## src/rtl/stream_mux.sv

```systemverilog
// N-channel valid/ready stream multiplexer with fixed-select or round-robin
// arbitration into a single registered output stage.
module stream_mux #(
   parameter int N_CH  = 4,
   parameter int WIDTH = 8,
   localparam int SEL_W = $clog2(N_CH)
) (
   input  logic                    clk,
   input  logic                    rst_n,
   input  logic [N_CH*WIDTH-1:0]   in_data,
   input  logic [N_CH-1:0]         in_valid,
   output logic [N_CH-1:0]         in_ready,
   input  logic [SEL_W-1:0]        sel,
   input  logic                    mode,
   output logic [WIDTH-1:0]        out_data,
   output logic [SEL_W-1:0]        out_ch,
   output logic                    out_valid,
   input  logic                    out_ready
);

   logic             rst_done;
   logic [SEL_W-1:0] ptr;
   logic [SEL_W-1:0] rr_grant;
   logic             rr_found;
   logic [SEL_W-1:0] grant;
   logic             grant_ok;
   logic             load_en;
   logic             xfer;
   logic [WIDTH-1:0] grant_data;

   assign load_en = !out_valid || out_ready;

   // Rotating priority search starting at ptr, wrapping past N_CH-1 to 0.
   always_comb begin
      rr_found = 1'b0;
      rr_grant = '0;
      for (int k = 0; k < N_CH; k++) begin
         for (int i = 0; i < N_CH; i++) begin
            if (!rr_found && in_valid[i] &&
                ((int'(ptr) + k == i) || (int'(ptr) + k - N_CH == i))) begin
               rr_found = 1'b1;
               rr_grant = SEL_W'(i);
            end
         end
      end
   end

   always_comb begin
      if (mode) begin
         grant    = rr_grant;
         grant_ok = rr_found;
      end else begin
         grant    = sel;
         grant_ok = (int'(sel) < N_CH);
      end
   end

   // rst_done keeps every ready low until the first edge after reset release.
   always_comb begin
      in_ready   = '0;
      grant_data = '0;
      for (int i = 0; i < N_CH; i++) begin
         if (int'(grant) == i) begin
            in_ready[i] = rst_done && grant_ok && load_en;
            grant_data  = in_data[i*WIDTH +: WIDTH];
         end
      end
   end

   assign xfer = |(in_ready & in_valid);

   always_ff @(posedge clk or negedge rst_n) begin
      if (!rst_n) begin
         rst_done  <= 1'b0;
         ptr       <= '0;
         out_data  <= '0;
         out_ch    <= '0;
         out_valid <= 1'b0;
      end else begin
         rst_done <= 1'b1;
         if (xfer) begin
            out_data  <= grant_data;
            out_ch    <= grant;
            out_valid <= 1'b1;
         end else if (out_ready) begin
            out_valid <= 1'b0;
         end
         if (mode && xfer) begin
            ptr <= (int'(grant) == N_CH - 1) ? '0 : grant + 1'b1;
         end
      end
   end

endmodule

```

## config.mk

```make
export PLATFORM = sky130hd
export DESIGN_NAME = stream_mux
export DESIGN_NICKNAME = d
export VERILOG_FILES = /design/src/rtl/stream_mux.sv
export SDC_FILE = /design/constraint.sdc
export NUM_CORES = 1
export LEC_CHECK = 0
export ABC_AREA = 1
export CAP_MARGIN = 25
export CORE_MARGIN = 3
export CORE_UTILIZATION = 44
export DETAILED_ROUTE_END_ITERATION = 10
export HOLD_SLACK_MARGIN = 0.02
export PLACE_DENSITY = 0.85
export SYNTH_ARGS = -nofsm -noshare
export SYNTH_HDL_FRONTEND = slang
export SYNTH_SLANG_ARGS = --single-unit
export TNS_END_PERCENT = 100
```

## constraint.sdc

```tcl
create_clock -name clk -period 8.7 [get_ports clk]
set_input_delay 1.74 -clock clk [delete_from_list [all_inputs] [get_ports clk]]
set_output_delay 1.74 -clock clk [all_outputs]
set_load 0.01 [all_outputs]
```

# Word level (Yosys, flattened, before mapping)
# Cells that the tools add are included.
# word_totals
reg_bits	14
word_cells	163
input_bits	42
output_inout_bits	15
# op_classes
n_addsub	8
mux	44
reduce_logical	78
eq_ne	27
bitwise_logic	1
# ops
operator	n
$logic_not A32 Y1	8
$eq A32 B3 Y1 const B	6
$eq A32 B2 Y1 const B	3
$logic_and A1 B1 Y1	34
$eq A4 B3 Y1 const B	8
$mux W2	16
$mux W8	4
$mux W1	24
$logic_or A1 B1 Y1	17
$eq A4 B2 Y1 const B	4
$logic_not A1 Y1	16
$sub A3 B3 Y4 const B	3
$eq A2 B2 Y1 const B	4
$add A2 B2 Y3 const B	2
$and A4 B4 Y4	1
$eq A2 B1 Y1 const B	2
$reduce_or A4 Y1	1
$sub A2 B3 Y4 const B	1
$add A2 B1 Y3 const B	1
$add A2 B1 Y2 const B	1
$logic_not A2 Y1	1
$reduce_bool A2 Y1	1

# Logic depth before layout (Yosys ltp)
# depth
word_depth	72
depth_mapped	22
mapped_depth_nobuf	21

# Worst setup path after synthesis
# No wires, ideal clock.
# synth_path
path_type	input port to output port
startpoint	in in_valid[3]
endpoint	out in_ready[1]
cell_stages	15
setup_slack_ps	3047
required_time_ps	6960
t_arrival_ps	3913
n_path_buf	1
path_cell_list	nand3_1 -> nand2_2 -> nor2_4 -> nand4_4 -> nor3_4 -> nand4_2 -> nor2_4 -> nand4_1 -> nand4_1 -> o21ai_0 -> inv_1 -> ha_1 -> clkbuf_1 -> clkinv_1 -> nor2_1
# synth_between
elab_cells_between_ends	70
cone_classes	1 x eq/ne; 29 x mux; 40 x reduce/logical
# synth_lines
item	line	text
start, declared	11	input logic [N_CH-1:0] in_valid,
$logic_and A1 B1 Y1 (2 in a row)	39	if (!rr_found && in_valid[i] &&
$mux W1	39	
$logic_not A1 Y1	39	
$logic_and A1 B1 Y1 (2 in a row)	39	
$mux W1	39	
$logic_not A1 Y1	39	
$logic_and A1 B1 Y1 (2 in a row)	39	
$mux W1	39	
[35 not listed]	n/a	
$mux W1	39	
$logic_not A1 Y1	39	
$logic_and A1 B1 Y1 (2 in a row)	39	
$mux W2 *	39	
$mux W2 *	49	if (mode) begin
named net grant[0]	25	logic [SEL_W-1:0] grant;
$eq A2 B2 Y1 *	63	if (int'(grant) == i) begin
$mux W1 *	63	
end, declared	12	output logic [N_CH-1:0] in_ready,
# The timed path passes the listed nets; every way through them passes the cells marked *.

# Worst setup path in the final report
# layout_path
startpoint	in in_valid[1]
endpoint	out in_ready[1]
# layout_between
elab_cells_between_ends	80
cone_classes	1 x eq/ne; 33 x mux; 46 x reduce/logical
# layout_lines
item	line
$logic_and A1 B1 Y1 (2 in a row)	39
$mux W1	39
$logic_not A1 Y1	39
$logic_and A1 B1 Y1 (2 in a row)	39
$mux W1	39
$logic_not A1 Y1	39
$logic_and A1 B1 Y1 (2 in a row)	39
$mux W1	39
[43 not listed]	n/a
$mux W1	39
$logic_not A1 Y1	39
$logic_and A1 B1 Y1 (2 in a row)	39
$mux W2 *	39
$mux W2 *	49
named net grant[0]	25
$eq A2 B2 Y1 *	63
$mux W1 *	63
# Marks and branches as above.

==> results.json <==
{
  "outcome": "completed",
  "busiest_layer": "met2",
  "numPortBuffers": 56,
  "use_met1_pct": 24.9,
  "worstMarginPinSlew_ns": 0.586,
  "grt_max_degree": 19,
  "grtUsageMet2_pct": 31.5,
  "crit_buf_inv": 4,
  "die_height_um": 58.9,
  "cts.sinks": 14,
  "synth_cells": 188,
  "p_seq_share_pct": 23.4,
  "setup-tns-final_ns": 0,
  "drc_errors": 0,
  "drtIter0Drc": 40,
  "max_freq_mhz": 144,
  "clk_path_buf_depth": 2,
  "vias": 1362,
  "place_inst": 268,
  "ctsResizeCount": 0,
  "cp_slowest_stage_delay_ns": 0.54,
  "grt_pass1_vias": 1182,
  "comb_power_share_pct": 67.3,
  "worst-path-max-fanout": 10,
  "dieWidth_um": 58.9,
  "grtUsageTotal_pct": 18.6,
  "path_clk_slew_ns": 0.08,
  "fin_hold_ws_ns": 0.485,
  "layout_commonest_cell": "nand2_1",
  "synth_top_area_share_pct": 28.5,
  "hold_class": "flop to flop",
  "max_slew_margin_pct": 60.8,
  "antenna-diode-count": 0,
  "hold_viol": 0,
  "leakagePower_nw": 0.829,
  "grt_antenna_before_repair": 0,
  "swShare_pct": 46.1,
  "pre_cts_ws_ns": 1.78,
  "p_int_w": 0.000256,
  "layout_common_cells": "nand2_1, clkdlybuf4s50_1, o21ai_0",
  "grt_pass1_wl_um": 5110,
  "critical_path_class": "primary input to primary output",
  "syn_area_per_cell_um2": 6.54,
  "syn_area_mm2": 0.00123,
  "cts_htree_levels": 1,
  "syn_to_final_growth_pct": 49.1,
  "synth-seq-cells": 14,
  "period_needed_ns": 6.95,
  "p_switching_w": 0.000219,
  "ys_top_cells_by_area": "dfrtp_1, nand2_1, o21ai_0",
  "setup_ws_ns": 1.75,
  "routed_wl_um": 3190,
  "synthDistinctLibCells": 25,
  "async_flop_share_pct": 100,
  "start_util_pct": 47.9,
  "synth_fp_nets": 234,
  "ant_nets": 0,
  "fin_cells": 272,
  "ctsRootBufferMaster": "clkbuf_4",
  "cts_tree": "built",
  "synth-seq-area-share_pct": 28.5,
  "wl_per_cell_um": 11.7,
  "path_delay_family": "buffers and inverters",
  "post_cts_buffers": 0,
  "gp_congestion": 0.836,
  "use_met3_pct": 2.19,
  "power.clock.fraction_pct": 9.2,
  "start_kind": "primary input",
  "clock-skew-final_ns": 0.00218,
  "yosysWarnings": 0,
  "place_hpwl_um": 2710,
  "drive_gt1_share_pct": 6.20,
  "power.density_mw_per_mm2": 259,
  "fin_util_pct": 71.4,
  "io_pins": 57,
  "synth_edf_count": 0,
  "nFillCells": 221,
  "nets": 289,
  "core_mm2": 0.00257,
  "crit_arrival_ns": 5.21,
  "die_area_mm2": 0.00347,
  "cts-hold-fix-buffers": 0,
  "fin_crit_sh_pct": 79.9,
  "critPathSlowestCell": "clkdlybuf4s50_1",
  "setup_violations": 0,
  "clkLatencyLatePin_ns": 0.26,
  "first_pass_iters": 4,
  "drv_slew": 0,
  "via_per_inst": 5.01,
  "rsz0062_at_grt": "no",
  "required_ns": 6.96,
  "cts_buffers": 3,
  "grt-ovfl-total": 0,
  "synthFlopType": "dfrtp_1",
  "ir_drop_mv": 0.197,
  "path_cells": "clkdlybuf4s50_1 -> nand3_1 -> nand2_2 -> nor2_4 -> nand4_4 -> nor3_4 -> nand4_2 -> nor2_4 -> nand4_1 -> nand4_1 -> o21ai_0 -> inv_1 -> ha_1 -> clkinv_1 -> nor2_1 -> clkdlybuf4s50_1",
  "yosysTopAreaCell": "dfrtp_1",
  "row_count": 18,
  "critPathCaptureType": "primary output",
  "drv_cap": 0
}
[stage by stage]
step	power, W	area, µm²
floorplan	0.000321	1230
global placement	0.000427	1800
detailed placement	0.000434	1800
CTS	0.000478	1830
global route	0.000527	1830
finish	0.000476	1830
[per-layer routing]
metal / up-vias / share of wire [%]
met3: 2 / 7.2
met2: 53 / 48
met5: - / 0
met4: 0 / 0.44
met1: 570 / 45
li1: 737 / -
[cell families (layout without fill, tap and decap cells)]
| logic type | count (synthesis) | after routing | synth area share, % |
|---|---|---|---|
| DFF | 14 | 14 | 28.5 |
| adders and majority gates | 4 | 4 | 4.07 |
| and+or+nand+nor | 112 | 112 | 45.3 |
| buffers and inverters | 24 | 78 | 7.93 |
| other | 1 | 1 | 0.305 |
| AOI/OAI and AO/OA | 33 | 33 | 13.9 |
[final timing paths]
check / startpoint / to / slack [ns] / cells past startpoint
min: out_data[2]$_DFFE_PN0P_ / out_data[2]$_DFFE_PN0P_ / 0.48 / 2
max: in_valid[1] / in_ready[1] / 1.75 / 16
min in group asynchronous: rst_n / out_valid$_DFFE_PN0P_ / 1.84 / 1
min reg2reg: out_data[2]$_DFFE_PN0P_ / out_data[2]$_DFFE_PN0P_ / 0.48 / 2
max in group asynchronous: rst_n / out_data[4]$_DFFE_PN0P_ / 6.48 / 1
max reg2reg: ptr[0]$_DFFE_PN0P_ / out_data[0]$_DFFE_PN0P_ / 5.31 / 20
[power groups by stage]
| stage | logic, W | clock network, W | registers (W) |
|---|---|---|---|
| after floorplan | 0.000201 | 0 | 0.000120 |
| after global placement | 0.000315 | 0 | 0.000112 |
| after detailed placement | 0.000321 | 0 | 0.000112 |
| after CTS | 0.000322 | 0.0000443 | 0.000111 |
| after global routing | 0.000364 | 0.0000481 | 0.000114 |
| final | 0.000320 | 0.0000439 | 0.000112 |
[synthesized netlist by cell type (all sizes together) (2+ instances only)]
cell type,count
ha,4
dfrtp,14
nand2,64
nand4,9
clkbuf,5
o21ai,22
nor4,2
nor3,3
nand3,17
inv,17
a21oi,8
nor2,16
[cell type report]
type	instances	area, µm²	share of cell area, %
multi-input combinational	150	782	42.6
inverter	18	67.6	3.68
tap	30	37.5	2.05
timing repair buffer	56	561	30.6
sequential	14	350	19.1
clock buffer	4	36.3	1.98
[tightest hold or removal path: stages (launching register included)]
cell     delay (ns)
dfrtp_1        0.35
nand2_1        0.05
nand2_1        0.05
[flip-flops by register name (all words and copies together), names as in the netlist]
name       count
out_ch         2
out_data       8
out_valid      1
ptr            2
rst_done       1
No activity file was read; power rests on OpenSTA's default activity.
